### config.mk
export PLATFORM = sky130hd
export DESIGN_NAME = ps2_scancode_decoder
export DESIGN_NICKNAME = d
export VERILOG_FILES = /design/src/rtl/ps2_pkg.sv /design/src/rtl/ps2_event_fifo.sv /design/src/rtl/ps2_scancode_decoder.sv
export SDC_FILE = /design/constraint.sdc
export NUM_CORES = 1
export LEC_CHECK = 0
export CAP_MARGIN = 20
export CORE_MARGIN = 10
export CORE_UTILIZATION = 55
export CTS_BUF_LIST = sky130_fd_sc_hd__clkbuf_16
export DETAILED_ROUTE_END_ITERATION = 10
export PLACE_DENSITY = 0.81
export SYNTH_ARGS = -nofsm -noshare
export SYNTH_HDL_FRONTEND = slang
export SYNTH_SLANG_ARGS = --single-unit
### constraint.sdc
create_clock -name clk -period 4.9 [get_ports clk]
set_input_delay 0.98 -clock clk [delete_from_list [all_inputs] [get_ports clk]]
set_output_delay 0.98 -clock clk [all_outputs]
set_load 0.02 [all_outputs]
### src/rtl/ps2_pkg.sv
// Shared constants and types for the PS/2 Set-2 scan-code decoder.
package ps2_pkg;

    localparam logic [7:0] PS2_EXT    = 8'hE0;
    localparam logic [7:0] PS2_BRK    = 8'hF0;
    localparam logic [7:0] PS2_ACK    = 8'hFA;
    localparam logic [7:0] PS2_BAT    = 8'hAA;
    localparam logic [7:0] PS2_ECHO   = 8'hEE;
    localparam logic [7:0] PS2_RESEND = 8'hFE;
    localparam logic [7:0] PS2_ERR0   = 8'h00;
    localparam logic [7:0] PS2_ERR1   = 8'hFF;

    typedef enum logic [1:0] {IDLE, EXT, BRK, EXT_BRK} state_t;

    typedef struct packed {
        logic       ext;
        logic       brk;
        logic [7:0] code;
    } ps2_event_t;

    // Keyboard housekeeping bytes that never start a key event.
    function automatic logic is_filtered(input logic [7:0] b);
        return (b == PS2_ACK) || (b == PS2_BAT) || (b == PS2_ECHO) ||
               (b == PS2_RESEND) || (b == PS2_ERR0) || (b == PS2_ERR1);
    endfunction

endpackage

### src/rtl/ps2_event_fifo.sv
// Show-ahead FIFO; the head output holds its last value while empty.
module ps2_event_fifo #(
    parameter int WIDTH = 10,
    parameter int DEPTH = 4
) (
    input  logic                     clk,
    input  logic                     rst,
    input  logic                     push,
    input  logic [WIDTH-1:0]         push_data,
    input  logic                     pop,
    output logic [WIDTH-1:0]         head_data,
    output logic                     full,
    output logic                     empty,
    output logic [$clog2(DEPTH):0]   count
);
    localparam int AW = $clog2(DEPTH);

    logic [WIDTH-1:0] mem [DEPTH];
    logic [AW-1:0]    wr_ptr;
    logic [AW-1:0]    rd_ptr;
    logic [WIDTH-1:0] held;
    logic             pop_ok;
    logic             push_ok;

    assign empty     = (count == '0);
    assign full      = (count == (AW+1)'(DEPTH));
    assign pop_ok    = pop && !empty;
    assign push_ok   = push && (!full || pop_ok);
    assign head_data = empty ? held : mem[rd_ptr];

    always_ff @(posedge clk) begin
        if (push_ok) begin
            mem[wr_ptr] <= push_data;
        end
    end

    always_ff @(posedge clk) begin
        if (rst) begin
            wr_ptr <= '0;
            rd_ptr <= '0;
            count  <= '0;
            held   <= '0;
        end else begin
            held <= head_data;
            if (push_ok) begin
                wr_ptr <= wr_ptr + 1'b1;
            end
            if (pop_ok) begin
                rd_ptr <= rd_ptr + 1'b1;
            end
            count <= count + (AW+1)'(push_ok) - (AW+1)'(pop_ok);
        end
    end

endmodule

### src/rtl/ps2_scancode_decoder.sv
// Resolves E0/F0 prefix sequences into key events, queues them and tracks the last make code.
//   state   | meaning
//   IDLE    | no prefix pending
//   EXT     | E0 seen
//   BRK     | F0 seen
//   EXT_BRK | E0 and F0 both seen
module ps2_scancode_decoder
    import ps2_pkg::*;
#(
    parameter int FIFO_DEPTH     = 4,
    parameter int TIMEOUT_CYCLES = 500000
) (
    input  logic        clk,
    input  logic        rst,
    input  logic [7:0]  in_data,
    input  logic        in_valid,
    input  logic        out_ready,
    output logic        out_valid,
    output logic [7:0]  out_code,
    output logic        out_brk,
    output logic        out_ext,
    output logic [15:0] last_code,
    output logic        overflow
);
    localparam int CW = $clog2(TIMEOUT_CYCLES + 1);
    localparam int NW = $clog2(FIFO_DEPTH) + 1;

    state_t     state;
    state_t     next_state;
    logic       decode_emit;
    logic       emit;
    ps2_event_t ev;
    ps2_event_t head;
    logic [CW-1:0] timer;
    logic       fifo_full;
    logic       fifo_empty;
    logic [NW-1:0] fifo_count;
    logic       pop;

    always_comb begin
        next_state  = state;
        decode_emit = 1'b0;
        ev          = '{ext: 1'b0, brk: 1'b0, code: in_data};
        case (state)
            IDLE: begin
                if (in_data == PS2_EXT)      next_state = EXT;
                else if (in_data == PS2_BRK) next_state = BRK;
                else if (!is_filtered(in_data)) decode_emit = 1'b1;
            end
            EXT: begin
                if (in_data == PS2_BRK) next_state = EXT_BRK;
                else if (in_data != PS2_EXT) begin
                    decode_emit = 1'b1;
                    ev.ext      = 1'b1;
                    next_state  = IDLE;
                end
            end
            BRK: begin
                if (in_data == PS2_EXT) next_state = EXT_BRK;
                else if (in_data != PS2_BRK) begin
                    decode_emit = 1'b1;
                    ev.brk      = 1'b1;
                    next_state  = IDLE;
                end
            end
            EXT_BRK: begin
                if (in_data != PS2_EXT && in_data != PS2_BRK) begin
                    decode_emit = 1'b1;
                    ev.ext      = 1'b1;
                    ev.brk      = 1'b1;
                    next_state  = IDLE;
                end
            end
            default: next_state = IDLE;
        endcase
    end

    assign emit      = in_valid && decode_emit;
    assign out_valid = (fifo_count != '0);
    assign pop       = !fifo_empty && out_ready;

    ps2_event_fifo #(
        .WIDTH ($bits(ps2_event_t)),
        .DEPTH (FIFO_DEPTH)
    ) u_fifo (
        .clk       (clk),
        .rst       (rst),
        .push      (emit),
        .push_data (ev),
        .pop       (pop),
        .head_data (head),
        .full      (fifo_full),
        .empty     (fifo_empty),
        .count     (fifo_count)
    );

    assign out_code = head.code;
    assign out_brk  = head.brk;
    assign out_ext  = head.ext;

    always_ff @(posedge clk) begin
        if (rst) begin
            state     <= IDLE;
            timer     <= '0;
            last_code <= 16'h0000;
            overflow  <= 1'b0;
        end else begin
            // An arriving byte always wins over a timeout expiring in the same cycle.
            if (in_valid) begin
                state <= next_state;
                timer <= '0;
            end else if (state == IDLE) begin
                timer <= '0;
            end else if (timer == CW'(TIMEOUT_CYCLES - 1)) begin
                state <= IDLE;
                timer <= '0;
            end else begin
                timer <= timer + 1'b1;
            end
            if (emit && !ev.brk) begin
                last_code <= {(ev.ext ? PS2_EXT : 8'h00), ev.code};
            end
            if (emit && fifo_full && !pop) begin
                overflow <= 1'b1;
            end
        end
    end

endmodule

==> flow_summary_export.csv <==
group,metric,value,unit
run_status,status,"finished clean",
drt,first_pass_iters,4,
cells_and_area,n_fill_cell,508,
logic_synthesis,yosys.area_share.simple,0.168,
floorplan,die_w,104,µm
clock_network,clk_latency,0.34,ns
worst_setup_path,worstPathMaxFanout,12,
worst_setup_path,critPathKind,"input port to flop",
clock_network,cts_buffers,9,
floorplan,dieHeight,104,µm
logic_synthesis,synth_area_leader_cell,"edfxtp_1",
logic_synthesis,syn_area,3850,µm²
logic_synthesis,yosys-top-cells-area,"edfxtp_1 31%, dfxtp_1 26%, mux4_2 5.8%",
cells_and_area,antennaDiodeCount,0,
global_routing,grt_pass1_vias,2329,
logic_synthesis,async_flop_share,0,
sta,fin_ws,1.25,ns
sta,finalHoldViolations,0,
place,dp_slack,0.928,ns
sta,setup_viol,0,
logic_synthesis,synth-main-ff-cell,"dfxtp_1",
drt,ant_nets,0,
place,routabilityCongestion,0.804,
drt,drcViolationCount,0,
sta,rsz0062_at_grt,"false",
clock_network,cts_tree,"built",
global_routing,grt_max_degree,42,
logic_synthesis,synth.area.mux_share,0.117,
drt,routed_wire_length_per_instance,16.0,µm
worst_setup_path,endpoint_kind,"flop",
logic_synthesis,synth_fa_ha_area_frac,0.0279,
global_routing,grt.total_usage,0.135,
logic_synthesis,synth_cells,309,
power,power_density,491,nW/µm²
worst_setup_path,start_kind,"input port",
logic_synthesis,seq_area_frac_synth,0.571,
sta,fmax,274,MHz
worst_setup_path,cp.required,5.11,ns
clock_network,clock_path_buffers,2,
clock_network,hold_buffers,0,
worst_setup_path,cp_top_family,"simple AND/OR/NAND/NOR gates",
hold_path,hold_class,"flop to flop",
cells_and_area,area_growth,18.3,%
logic_synthesis,synth.avg_cell_area,12.5,µm²
place,port_buffers,34,
worst_setup_path,worstPathCellList,"clkdlybuf4s50_1, or4_1, nor2_1, o21bai_1, a211oi_2, ha_1, fa_1, xnor2_1, xnor2_1, nor2_1",
logic_synthesis,synth_top_family_by_area,"simple AND/OR/NAND/NOR gates",
drt,vias_per_cell,5.32,
floorplan,ios,40,
place,dpl.hpwl,4.80,mm
clock_network,cts.sinks,90,
sta,setup_tns,0,ns
job,drv_cap,0,
logic_synthesis,synth_edf_count,40,
floorplan,start_util,0.567,
cells_and_area,drive_above_1_share,0.130,
worst_setup_path,max_stage_delay,0.63,ns
power,p_leak,1.60,nW
cells_and_area,layout.nets,362,
logic_synthesis,ys_seq_elements,90,
worst_setup_path,rr_startpoint,"u_fifo.count[2]$_SDFF_PP0_",
hold_path,min-delay-start,"timer[0]$_SDFF_PP0_",
worst_setup_path,crit_start,"in_data[4]",
sta,slew_violations,0,
floorplan,std_cell_rows,30,
clock_network,ctsResizeCount,0,
global_routing,grt_pass1_wl,11.8,mm
global_routing,antenna_found_initial,0,
sta,tightest_slew,0.697,ns
global_routing,grt_overflow,0,
sta,fin_worst_hold_slack,0.466,ns
drt,drtIter0Drc,84,
logic_synthesis,synth_compound_area_frac,0.0341,
logic_synthesis,ys_warn_count,0,
sta,slew_headroom,0.535,
clock_network,htree_num_levels,3,
floorplan,core,6790,µm²
power,ir_drop,0.195,mV
logic_synthesis,synth_most_common_cell,"dfxtp_1",
sta,fin_skew,0.00390,ns
logic_synthesis,synth_cell_types,49,
sta,period_share,0.744,
sta,period_needed,3.65,ns
clock_network,cts_root_buf,"clkbuf_16",
worst_setup_path,critical_path_buf_inv_count,1,
clock_network,cts.reportedPaths.clkPinSlew,0.06,ns
power,p_total,2.24,mW
logic_synthesis,synth-xor-area-share,0.0477,
floorplan,die_area,10800,µm²
clock_network,postCtsSetupBuffers,0,
drt,num_vias,2356,
drt,wl,7.11,mm
worst_setup_path,arrival,3.86,ns
worst_setup_path,crit_slowest_cell,"clkdlybuf4s50_1",
logic_synthesis,synth_commonest_cells,"50 x dfxtp_1, 40 x edfxtp_1, 30 x nor2_1, 17 x nand2b_1, 13 x xor2_1",
logic_synthesis,synth_top_area_share,0.312,
[worst paths after layout]
check	endpoint	slack, ns	depth (start not counted)
max	u_fifo.count[2]$_SDFF_PP0_	1.25	10
min	timer[0]$_SDFF_PP0_	0.47	1
max reg2reg	u_fifo.count[2]$_SDFF_PP0_	2.15	9
min reg2reg	timer[0]$_SDFF_PP0_	0.47	1
[cells by family after synthesis]
family	Yosys count
compound gates	15
xor+xnor	21
fa+ha+maj	8
buf+inv	27
flops	90
mux	31
other cells	1
simple gates	116
[metal layers]
metal / global-route usage / up-vias / wire length (µm)
met3: 0.0322 / 12 / 281
met1: 0.161 / 1148 / 3130
li1: - / 1150 / -
met4: 0.0686 / 0 / 140
met2: 0.221 / 46 / 3560
met5: 0 / - / 0
[stage by stage]
| stage | cell area [µm²] | utilization | instances |
|---|---|---|---|
| after floorplan | 3870 | - | 313 |
| after global placement | 4250 | 0.626 | 427 |
| after detailed placement | 4250 | 0.626 | 427 |
| after CTS | 4560 | 0.671 | 443 |
| after global routing | 4560 | 0.671 | 443 |
| final | 4560 | 0.671 | 443 |
[placed cells by master, fill, tap and decap left out, drive strengths merged, types with 2 or more instances in the layout]
master and n:
dfxtp 50, edfxtp 40, clkdlybuf4s50 34, nor2 30, nand2b 17, xor2 13, nor2b 12, inv 11
mux2 11, mux4 10, mux2i 10, nand3 9, clkbuf 9, nand2 8, xnor2 8, ha 7
and2 7, nor3 6, nand4 5, conb 5, nor4 3, nor4b 3, and4 3, and3 3
a21oi 3, a211oi 3, or2b 2, or3 2, clkinvlp 2, bufinv 2, buf 2, or4 2
o21ai 2
[flip-flops by register name, summed over array words and instances (netlist names), named ones only]
signal	cells
u_fifo.rd_ptr	2
last_code	9
state	2
overflow	1
u_fifo.mem	40
timer	19
u_fifo.wr_ptr	2
u_fifo.held	10
u_fifo.count	3
[area by class of cell]
cell class	count	area, µm²	area share
Clock inverter	7	86.3	0.0189
Sequential cell	90	2200	0.483
Tap cell	96	120	0.0263
Inverter	9	33.8	0.00741
Clock buffer	9	225	0.0494
Multi-Input combinational cell	196	1540	0.337
Timing Repair Buffer	36	355	0.0779
[power by group]
group | switching, mW | total (mW) | internal, mW
clock | 0.272 | 0.713 | 0.441
combinational | 0.280 | 0.601 | 0.321
sequential | 0.0570 | 0.927 | 0.870
total | 0.609 | 2.24 | 1.63
Power figures use the tool's default switching activity.
==> variant: new RTL, config.mk and constraints unchanged <==
`TIMEOUT_CYCLES`: 500000 -> 250000.
--- a/src/rtl/ps2_scancode_decoder.sv
+++ b/src/rtl/ps2_scancode_decoder.sv
@@ -8,7 +8,7 @@
     import ps2_pkg::*;
 #(
     parameter int FIFO_DEPTH     = 4,
-    parameter int TIMEOUT_CYCLES = 500000
+    parameter int TIMEOUT_CYCLES = 250000
 ) (
     input  logic        clk,
     input  logic        rst,
Formal check against the unedited RTL: no difference found for any inputs over 4 cycles, from zero or initial values and one cycle with rst high; that may be too few to reach the edited logic, so the function may still have changed.
==> variant against the unedited design <==
Synthesized area shrank 2.9%; final area shrank 3.3%; count of clock-buffer cells in the layout grew 1; total power shrank 4.7%; worst setup slack gained 0.13 ns; wire length shrank 2.7%; sequential cell count shrank 1; non-clock buffer count shrank 1; clock power shrank 9.0%; worst hold slack is essentially flat; largest cell class unchanged; largest power group unchanged; highest routed layer unchanged.
==> variant: results (changes against the unedited design) <==
route:
  drt_iter0_markers: 73  # was 84
  viasPerCell: 5.36  # was 5.32
  wl_mm: 6.91  # was 7.11 mm
  drt-wirelength-per-cell_um: 16.5  # was 16.0 um
  firstDrtPassIters: 4  # unchanged
power_and_ir_drop:
  ir_worst_vdd_mv: 0.272  # was 0.195 mV
  power.leakage_uw: 0.00152  # was 0.00160 uW
placement:
  placed_cells: 402  # was 427
  port-buffer-count: 34  # unchanged
  gp_congestion: 0.797  # was 0.804
  hpwl_mm: 4.77  # was 4.80 mm
grt:
  track_usage_pct: 14.2  # was 13.5%
  grt_max_degree: 42  # unchanged
  grt_pass1_vias: 2238  # was 2329
  met3_usage_pct: 4.83  # was 3.22%
  antenna_found_initial: 0  # unchanged
  grt_pass1_wl_mm: 11.3  # was 11.8 mm
  met1_usage_pct: 17.0  # was 16.1%
  grt-ovfl-total: 0  # unchanged
  use_met2_pct: 23.0  # was 22.1%
clock_tree:
  cts_setup_buffers: 0  # unchanged
  cts.clk_slew.worst_paths_ns: 0.06  # about the same
  post_cts_resize_count: 0  # unchanged
  cts.htree.levels: 3  # unchanged
  clock-root-buffer: "clkbuf_16"  # unchanged
  clock_latency_ns: 0.33
  clockBufferDepth: 2  # unchanged
  cts_inserted_buffers: 9  # unchanged
layout:
  nets: 353  # was 362
  biggestRegsByFlops: "u_fifo.mem (40), timer (18), u_fifo.held (10)"  # was u_fifo.mem (40), timer (19), u_fifo.held (10)
  diodes: 0  # unchanged
  drive_gt1_share_pct: 13.0  # about the same
critical_path:
  reg2reg_from: "u_fifo.count[0]"  # was u_fifo.count[2]
  crit_path_max_incr_delay_ns: 0.75  # was 0.63 ns
  path_max_fanout: 10  # was 12
  critical-path-slowest-cell: "dfxtp_1"  # was clkdlybuf4s50_1
  cp-start-kind: "flip-flop"  # was input pin
  path_delay_family: "multiplexers"  # was simple AND/OR/NAND/NOR gates
  arrival_ns: 2.54  # was 3.86 ns
synthesis:
  yosysWarnings: 0  # unchanged
  syn_avg_cell_area_sq_um: 12.5  # about the same
  synth-seq-area-share_pct: 58.3  # was 57.1%
  synth_edf_count: 40  # unchanged
  ys_top_cells_by_area: "edfxtp_1 32%, dfxtp_1 26%, mux4_2 6.0%, nand2b_1 3.3%, mux2_2 3.3%"  # was edfxtp_1 31%, dfxtp_1 26%, mux4_2 5.8%, mux2_2 3.2%, xor2_1 3.0%
  synth_top_cell_area_share_pct: 32.1  # was 31.2%
  synth_cell_types: 42  # was 49
  synth_commonest_cells: "49 x dfxtp_1, 40 x edfxtp_1, 27 x nor2_1"  # was 50 x dfxtp_1, 40 x edfxtp_1, 30 x nor2_1
  async_flop_share_pct: 0  # unchanged
sta:
  skew_ns: 0.00584  # was 0.00390 ns
  worst_slew_pin_slew_ns: 0.948  # was 0.697 ns
worst_hold_path:
  hold_path_startpoint: "timer[0]"  # unchanged
  hp-class: "flip-flop to flip-flop"  # unchanged
status:
  status: "complete, no violations"  # unchanged
variant: metal layers:
metal / vias up / share of wire, %
met5: - / 0
met4: 0 / 1.4
met3: 8 / 4.9
met2: 54 / 50
met1: 1056 / 44
li1: 1122 / -
variant: cells by family (layout without fill, tap and decap cells):
| family | Yosys count | count (layout) | share of synthesized area (%) |
|---|---|---|---|
| compound gates | 23 | 23 | 4.11 |
| xor+xnor | 16 | 16 | 3.74 |
| fa+ha+maj | 8 | 8 | 2.87 |
| buf+inv | 28 | 62 | 3.58 |
| flops | 89 | 89 | 58.3 |
| mux | 31 | 31 | 12.0 |
| other cells | 1 | 5 | 0.100 |
| simple gates | 104 | 104 | 15.3 |
variant: final cells by class:
class	count	area, sq um
clock buffer	10	250
clock inverter	6	40.0
fill	496	2310
inverter	11	41.3
multi-input combinational	187	1450
sequential	89	2180
tap	80	100
timing repair buffer	35	348
variant: power by group:
group / total (uW) / leakage (uW) / switching [uW] / internal [uW]
Clock: 649 / 0.000145 / 275 / 374
Combinational: 574 / 0.000595 / 264 / 310
Sequential: 912 / 0.000779 / 52.0 / 860
Total: 2130 / 0.00152 / 591 / 1540
variant: worst paths after layout:
check	slack (ns)	depth (start not counted)	to
setup / recovery	1.38	3	out_code[7]
hold / removal	0.47	1	timer[0]
setup reg to reg	2.46	9	u_fifo.count[2]
hold reg to reg	0.47	1	timer[0]
variant: per-stage QoR:
| step | cell area, sq um | total power [uW] | worst slack (ns) |
|---|---|---|---|
| after floorplan | 3760 | 1300 | 2.13 |
| after global placement | 4120 | 1500 | 1.40 |
| after detailed placement | 4120 | 1520 | 1.33 |
| after CTS | 4410 | 2170 | 1.32 |
| after global routing | 4410 | 2240 | 1.25 |
| final | 4410 | 2130 | 1.38 |
